### src/rtl/packetizer_pkg.sv
// Shared definitions for the 48-bit flit link framer and de-framer.
// Holds the marker values, the flit field offsets and the framer FSM states.
package packetizer_pkg;

    localparam int unsigned FlitW     = 48;
    localparam int unsigned MarkerW   = 16;
    localparam int unsigned PayloadW  = 16;
    localparam int unsigned PktIdW    = 8;
    localparam int unsigned FlitSeqW  = 8;

    localparam int unsigned MarkerLsb  = 32;
    localparam int unsigned PayloadLsb = 16;
    localparam int unsigned PktIdLsb   = 8;
    localparam int unsigned FlitSeqLsb = 0;

    localparam logic [MarkerW-1:0] MarkerHead = 16'hA5A5;
    localparam logic [MarkerW-1:0] MarkerBody = 16'h0000;
    localparam logic [MarkerW-1:0] MarkerTail = 16'hFFFF;

    typedef logic [FlitW-1:0] flit_t;

    typedef enum logic [1:0] {
        StIdle,
        StHead,
        StPayload
    } pkt_state_e;

    function automatic flit_t make_flit(input logic [MarkerW-1:0]  marker,
                                        input logic [PayloadW-1:0] payload,
                                        input logic [PktIdW-1:0]   pkt_id,
                                        input logic [FlitSeqW-1:0] flit_seq);
        return {marker, payload, pkt_id, flit_seq};
    endfunction

endpackage

### src/rtl/packetizer_if.sv
// Source-word and flit-channel handshake bundle of the packetizer.
// The slave modport is the framer; the master modport is its environment.
interface packetizer_if;
    import packetizer_pkg::*;

    logic [PayloadW-1:0] data_in;
    logic                data_valid;
    logic                data_last;
    logic                data_ready;
    logic [7:0]          dest_id;
    flit_t               flitout;
    logic                flit_valid;
    logic                flit_ready;

    modport master (
        output data_in,
        output data_valid,
        output data_last,
        output dest_id,
        output flit_ready,
        input  data_ready,
        input  flitout,
        input  flit_valid
    );

    modport slave (
        input  data_in,
        input  data_valid,
        input  data_last,
        input  dest_id,
        input  flit_ready,
        output data_ready,
        output flitout,
        output flit_valid
    );

endinterface

### src/rtl/packetizer_flit_out_reg.sv
// 48-bit valid/ready output register slice for the flit channel.
// The owner asserts load_i only when the slot is empty or being drained this cycle.
module packetizer_flit_out_reg
    import packetizer_pkg::*;
(
    input  logic  clk,
    input  logic  reset,
    input  logic  load_i,
    input  flit_t data_i,
    input  logic  ready_i,
    output flit_t data_o,
    output logic  valid_o
);

    flit_t data_q, data_d;
    logic  valid_q, valid_d;

    always_comb begin
        data_d  = data_q;
        valid_d = valid_q;
        if (load_i) begin
            data_d  = data_i;
            valid_d = 1'b1;
        end else if (ready_i) begin
            valid_d = 1'b0;
        end
    end

    always_ff @(posedge clk or posedge reset) begin
        if (reset) begin
            data_q  <= '0;
            valid_q <= 1'b0;
        end else begin
            data_q  <= data_d;
            valid_q <= valid_d;
        end
    end

    assign data_o  = data_q;
    assign valid_o = valid_q;

endmodule

### src/rtl/packetizer.sv
// Transmit-side framer: wraps a stream of 16-bit payload words into head, body
// and tail flits, splitting packets that exceed MAX_WORDS words.
module packetizer
    import packetizer_pkg::*;
#(
    parameter logic [7:0]  SRC_ID    = 8'h00,
    parameter int unsigned MAX_WORDS = 16
) (
    input  logic         clk,
    input  logic         reset,
    packetizer_if.slave  bus,
    output logic         busy,
    output logic         len_err
);

    pkt_state_e state_q, state_d;
    logic [PktIdW-1:0]   pkt_id_q, pkt_id_d, pkt_id_cur;
    logic [FlitSeqW-1:0] seq_q, seq_d;
    logic [7:0]          word_cnt_q, word_cnt_d;
    logic                busy_q, busy_d;
    logic                len_err_q, len_err_d;

    logic  reg_free;
    logic  tail_acc;
    logic  data_ready;
    logic  word_acc;
    logic  last_slot;
    logic  load;
    flit_t load_flit;

    always_comb begin
        reg_free   = !bus.flit_valid || bus.flit_ready;
        tail_acc   = bus.flit_valid && bus.flit_ready &&
                     (bus.flitout[MarkerLsb +: MarkerW] == MarkerTail);
        data_ready = (state_q != StIdle) && reg_free;
        word_acc   = bus.data_valid && data_ready;
        last_slot  = ({1'b0, word_cnt_q} + 9'd1) == 9'(MAX_WORDS);
        // A head loaded as the tail leaves must already carry the next packet ID.
        pkt_id_cur = tail_acc ? pkt_id_q + 8'd1 : pkt_id_q;
    end

    always_comb begin
        state_d    = state_q;
        pkt_id_d   = pkt_id_cur;
        seq_d      = seq_q;
        word_cnt_d = word_cnt_q;
        busy_d     = busy_q && !tail_acc;
        len_err_d  = len_err_q;
        load       = 1'b0;
        load_flit  = '0;

        case (state_q)
            StIdle: begin
                if (bus.data_valid && reg_free) begin
                    load       = 1'b1;
                    load_flit  = make_flit(MarkerHead, {bus.dest_id, SRC_ID}, pkt_id_cur, 8'd0);
                    seq_d      = 8'd1;
                    word_cnt_d = 8'd0;
                    busy_d     = 1'b1;
                    state_d    = StHead;
                end
            end
            StHead, StPayload: begin
                // In StHead the register always holds the head, so reg_free means it left.
                if (state_q == StHead && reg_free) begin
                    state_d = StPayload;
                end
                if (word_acc) begin
                    load       = 1'b1;
                    seq_d      = seq_q + 8'd1;
                    word_cnt_d = word_cnt_q + 8'd1;
                    if (bus.data_last || last_slot) begin
                        load_flit = make_flit(MarkerTail, bus.data_in, pkt_id_cur, seq_q);
                        state_d   = StIdle;
                        if (!bus.data_last) begin
                            len_err_d = 1'b1;
                        end
                    end else begin
                        load_flit = make_flit(MarkerBody, bus.data_in, pkt_id_cur, seq_q);
                        state_d   = StPayload;
                    end
                end
            end
            default: state_d = StIdle;
        endcase
    end

    always_ff @(posedge clk or posedge reset) begin
        if (reset) begin
            state_q    <= StIdle;
            pkt_id_q   <= '0;
            seq_q      <= '0;
            word_cnt_q <= '0;
            busy_q     <= 1'b0;
            len_err_q  <= 1'b0;
        end else begin
            state_q    <= state_d;
            pkt_id_q   <= pkt_id_d;
            seq_q      <= seq_d;
            word_cnt_q <= word_cnt_d;
            busy_q     <= busy_d;
            len_err_q  <= len_err_d;
        end
    end

    packetizer_flit_out_reg u_out_reg (
        .clk     (clk),
        .reset   (reset),
        .load_i  (load),
        .data_i  (load_flit),
        .ready_i (bus.flit_ready),
        .data_o  (bus.flitout),
        .valid_o (bus.flit_valid)
    );

    assign bus.data_ready = data_ready;
    assign busy           = busy_q;
    assign len_err        = len_err_q;

endmodule

### src/flat_wrapper.sv
// flat-port wrapper written by rule: the top's interface ports become plain ports
module packetizer_flat import packetizer_pkg::*;
#(
    parameter logic [7:0]  SRC_ID    = 8'h00,
    parameter int unsigned MAX_WORDS = 16
)
  (clk, reset, busy, len_err, bus_data_in, bus_data_valid, bus_data_last, bus_dest_id, bus_flit_ready, bus_data_ready, bus_flitout, bus_flit_valid);
  packetizer_if bus_i ();
  input  logic clk;
  input  logic reset;
  output logic busy;
  output logic len_err;
  input wire logic [$bits(bus_i.data_in)-1:0] bus_data_in;
  input wire logic [$bits(bus_i.data_valid)-1:0] bus_data_valid;
  input wire logic [$bits(bus_i.data_last)-1:0] bus_data_last;
  input wire logic [$bits(bus_i.dest_id)-1:0] bus_dest_id;
  input wire logic [$bits(bus_i.flit_ready)-1:0] bus_flit_ready;
  output wire logic [$bits(bus_i.data_ready)-1:0] bus_data_ready;
  output wire logic [$bits(bus_i.flitout)-1:0] bus_flitout;
  output wire logic [$bits(bus_i.flit_valid)-1:0] bus_flit_valid;
  assign bus_i.data_in = bus_data_in;
  assign bus_i.data_valid = bus_data_valid;
  assign bus_i.data_last = bus_data_last;
  assign bus_i.dest_id = bus_dest_id;
  assign bus_i.flit_ready = bus_flit_ready;
  assign bus_data_ready = bus_i.data_ready;
  assign bus_flitout = bus_i.flitout;
  assign bus_flit_valid = bus_i.flit_valid;
  packetizer #(.SRC_ID(SRC_ID), .MAX_WORDS(MAX_WORDS)) u_core (.clk(clk), .reset(reset), .bus(bus_i), .busy(busy), .len_err(len_err));
endmodule
### config.mk
export PLATFORM = sky130hd
export DESIGN_NAME = packetizer_flat
export DESIGN_NICKNAME = d
export VERILOG_FILES = /design/src/rtl/packetizer_pkg.sv /design/src/rtl/packetizer_if.sv /design/src/rtl/packetizer_flit_out_reg.sv /design/src/rtl/packetizer.sv /design/src/flat_wrapper.sv
export SDC_FILE = /design/constraint.sdc
export NUM_CORES = 1
export LEC_CHECK = 0
export CAP_MARGIN = 40
export CORE_ASPECT_RATIO = 2
export CORE_MARGIN = 5
export CORE_UTILIZATION = 50
export DETAILED_ROUTE_END_ITERATION = 8
export HOLD_SLACK_MARGIN = 0.02
export MAX_ROUTING_LAYER = met4
export PLACE_DENSITY = 0.79
export RECOVER_POWER = 50
export SETUP_SLACK_MARGIN = 0.1
export SYNTH_ARGS = -nofsm -noshare
export SYNTH_HDL_FRONTEND = slang
export SYNTH_HIERARCHICAL = 1
export SYNTH_SLANG_ARGS = --single-unit
### constraint.sdc
create_clock -name clk -period 4.9 [get_ports clk]
set_input_delay 0.49 -clock clk [delete_from_list [all_inputs] [get_ports clk]]
set_output_delay 0.49 -clock clk [all_outputs]
set_load 0.01 [all_outputs]
==> results_dict.tcl <==
set metrics [dict create \
    synth-edff-count 0 \
    vias_per_cell 5.76 \
    max_freq_mhz 348 \
    dp_hpwl_mm 6.64 \
    critical_path.slowest_cell "dlygate4sd3_1" \
    cpLargestDelayFamily "buffers and inverters" \
    status "finished, violations left" \
    wire_per_inst_um 18.3 \
    worst_pin_slew_ps 1540 \
    critPathMaxFanout 28 \
    yosysMostFrequentCell "dfrtp_1" \
    synthesis.nets 367 \
    synth_compound_area_share_pct 9.69 \
    cts_root_buffer "clkbuf_16" \
    clk_latency_ps 330 \
    ys_seq_area_share_pct 50.9 \
    synthMuxAreaShare_pct 16.0 \
    hold_viol 0 \
    netlist.area_leader.share_pct 50.9 \
    grt_max_degree 32 \
    p_int_uw 1710 \
    ys_warn_count 6 \
    power.switching_uw 787 \
    syn2layout_area_growth_pct 32.1 \
    drt_first_pass_iters 4 \
    rsz0062_at_grt "no" \
    diodes 0 \
    worst_hold_slack_ps 484 \
    fin_util_pct 66.8 \
    dieArea_um2 9520 \
    cts.clk_slew.worst_paths_ps 60 \
    synthAdderAreaFrac_pct 2.31 \
    drc 0 \
    grt_pass1_vias 3197 \
    ant_nets 0 \
    fin_worst_skew_ps 2.96 \
    setup_viol_count_final 0 \
    start_kind "input pin" \
    cp.buffers_inverters 4 \
    core_um2 7490 \
    cts_resized 0 \
    vias 2939 \
    final_area_um2 5000 \
    ioPinCount 81 \
    tns_ps 0 \
    crit_path_end_kind "flip-flop" \
    post_cts_buffers 0 \
    cts_sinks 77 \
    timing.final.crit_share_pct 58.6 \
    gp_congestion 0.937 \
    critPathMaxStageDelay_ps 590 \
    drive_above_1_share_pct 16.8 \
    netSwitchingFraction_pct 31.6 \
    slew_headroom_pct -2.77 \
    die_x_um 71.5 \
    fp-row-count 45 \
    yosys.area_share.simple_pct 15.6 \
    final_cells 510 \
    drtIter0Drc 139 \
    grt_remaining_overflow 0 \
    finalWirelength_mm 9.36 \
    clockBufferDepth 2 \
    crit_required_ps 5110 \
    max_cap_violations 1 \
    crit_start "bus_flit_ready" \
    period_needed_ps 2870 \
    grt_pass1_wl_mm 15.5 \
    synthTopCellsByCount "77 x dfrtp_1, 39 x mux2_2, 23 x nand2_1, 18 x and2_1, 14 x o21ai_0" \
    arrival_ps 3080 \
    die_height_um 133 \
    failed_checks "capacitance limit, slew limit" \
    antenna_found_initial 0 \
    synthCells 331 \
    async_flop_share_pct 100 \
    track_usage_pct 20.9 \
    power_frac_comb_pct 35.8 \
    nets 447 \
    slew_violations 30 \
    cts_buffers 9 \
    syn_area_um2 3780 \
    vdd_drop_max_v 0.000373 \
    synth_top_family_by_area "multiplexers" \
    port_buffers 80 \
    clkPwrFrac_pct 30.2 \
    synth_largest_area_cell "dfrtp_1" \
    cts_tree "yes" \
    cts_hold_buf 0 \
    ys_types 43 \
    power.density_nw_per_um2 499 \
    hp-class "reg2reg" \
    yosys_register_bits 77 \
    seq_power_share_pct 34.0 \
    path_cells "dlygate4sd3_1, nor2b_1, nor3_2, buf_4, nor2_1, inv_2, buf_12, mux2_4" \
    cts_max_level 3 \
    hp-start "u_core/len_err" \
    synthXorXnorAreaFrac_pct 2.08 \
    ys_top_cells_by_area "dfrtp_1 51%, mux2_2 12%, mux2_4 3.6%" \
    synth-main-ff-cell "dfrtp_1" \
    placed_area_um2 4700 \
    critPathKind "in2reg" \
    power.leakage_uw 0.00236 \
    avgSynthCellArea_um2 11.4 \
    start_util_pct 50.5 \
    r2r-start "u_core/state_q[0]" \
    dp.cells 494 \
]
-- power by group through the flow --
stage | Combinational [uW] | Clock (uW) | Sequential, uW
floorplan | 540 | 0 | 873
global placement | 841 | 0 | 847
detailed placement | 898 | 0 | 856
CTS | 907 | 764 | 848
global route | 959 | 791 | 864
finish | 894 | 753 | 847
-- cell families after synthesis --
group / Yosys count
XOR/XNOR: 9
AO/OA/AOI/OAI: 56
AND/OR/NAND/NOR: 105
flip-flops: 77
multiplexers: 51
buffers and inverters: 26
adder cells (fa/ha/maj): 7
-- metrics by stage --
stage	setup slack [ps]	power, uW
after floorplan	2710	1410
after global placement	1810	1690
after detailed placement	1830	1750
after CTS	2180	2520
after global routing	1710	2610
final	2030	2490
-- layout make-up --
cell class	instances	area (um^2)
Clock inverter	4	95.1
Tap cell	94	118
Clock buffer	12	246
Sequential cell	77	1930
Inverter	10	37.5
Timing Repair Buffer	85	843
Fill cell	565	2490
Multi-Input combinational cell	228	1730
-- path summary, 6_finish.rpt --
kind                                                     to  cells past startpoint  slack (ps)
worst max-delay path            u_core/u_out_reg/data_o[26]                      8        2030
worst min-delay path                         u_core/len_err                      1         480
worst max register to register  u_core/u_out_reg/data_o[38]                      9        2240
worst min register to register               u_core/len_err                      1         480
max in group asynchronous       u_core/u_out_reg/data_o[29]                      3        2230
min in group asynchronous                    u_core/len_err                      2         630
-- registers in the layout, summed over array words and instances (netlist names) --
name                      flops
u_core/len_err                1
u_core/state_q                2
u_core/word_cnt_q             8
u_core/seq_q                  8
u_core/pkt_id_q               8
u_core/busy                   1
u_core/u_out_reg/data_o      48
u_core/u_out_reg/valid_o      1
-- metal layers --
metal  vias up  GRT usage, %  routed length, um
met3        16          3.42                413
met4         0          9.94                204
met5         -             -                  0
met2       106          34.2               4930
li1       1349             -                  -
met1      1468          24.6               3810
-- placed cells by master, fill, tap and decap left out, types with 4 or more instances in the layout --
cell / synthesis / routed
dfrtp_1: 77 / 77
clkdlybuf4s50_1: 0 / 58
mux2_2: 39 / 39
nand2_1: 23 / 23
dlygate4sd3_1: 0 / 22
and2_1: 18 / 17
o21ai_0: 14 / 14
a21oi_1: 13 / 13
nor2_1: 11 / 11
nand3_1: 10 / 10
a22o_1: 10 / 10
clkbuf_16: 0 / 9
inv_1: 10 / 9
mux2_4: 9 / 9
nand4_1: 8 / 8
ha_1: 7 / 7
and3_1: 6 / 6
or3_1: 6 / 6
xor2_1: 5 / 5
clkbuf_1: 7 / 4
and4_1: 4 / 4
a31oi_1: 4 / 4
o21bai_1: 4 / 4
xnor2_1: 4 / 4
Power figures use the tool's default switching activity.
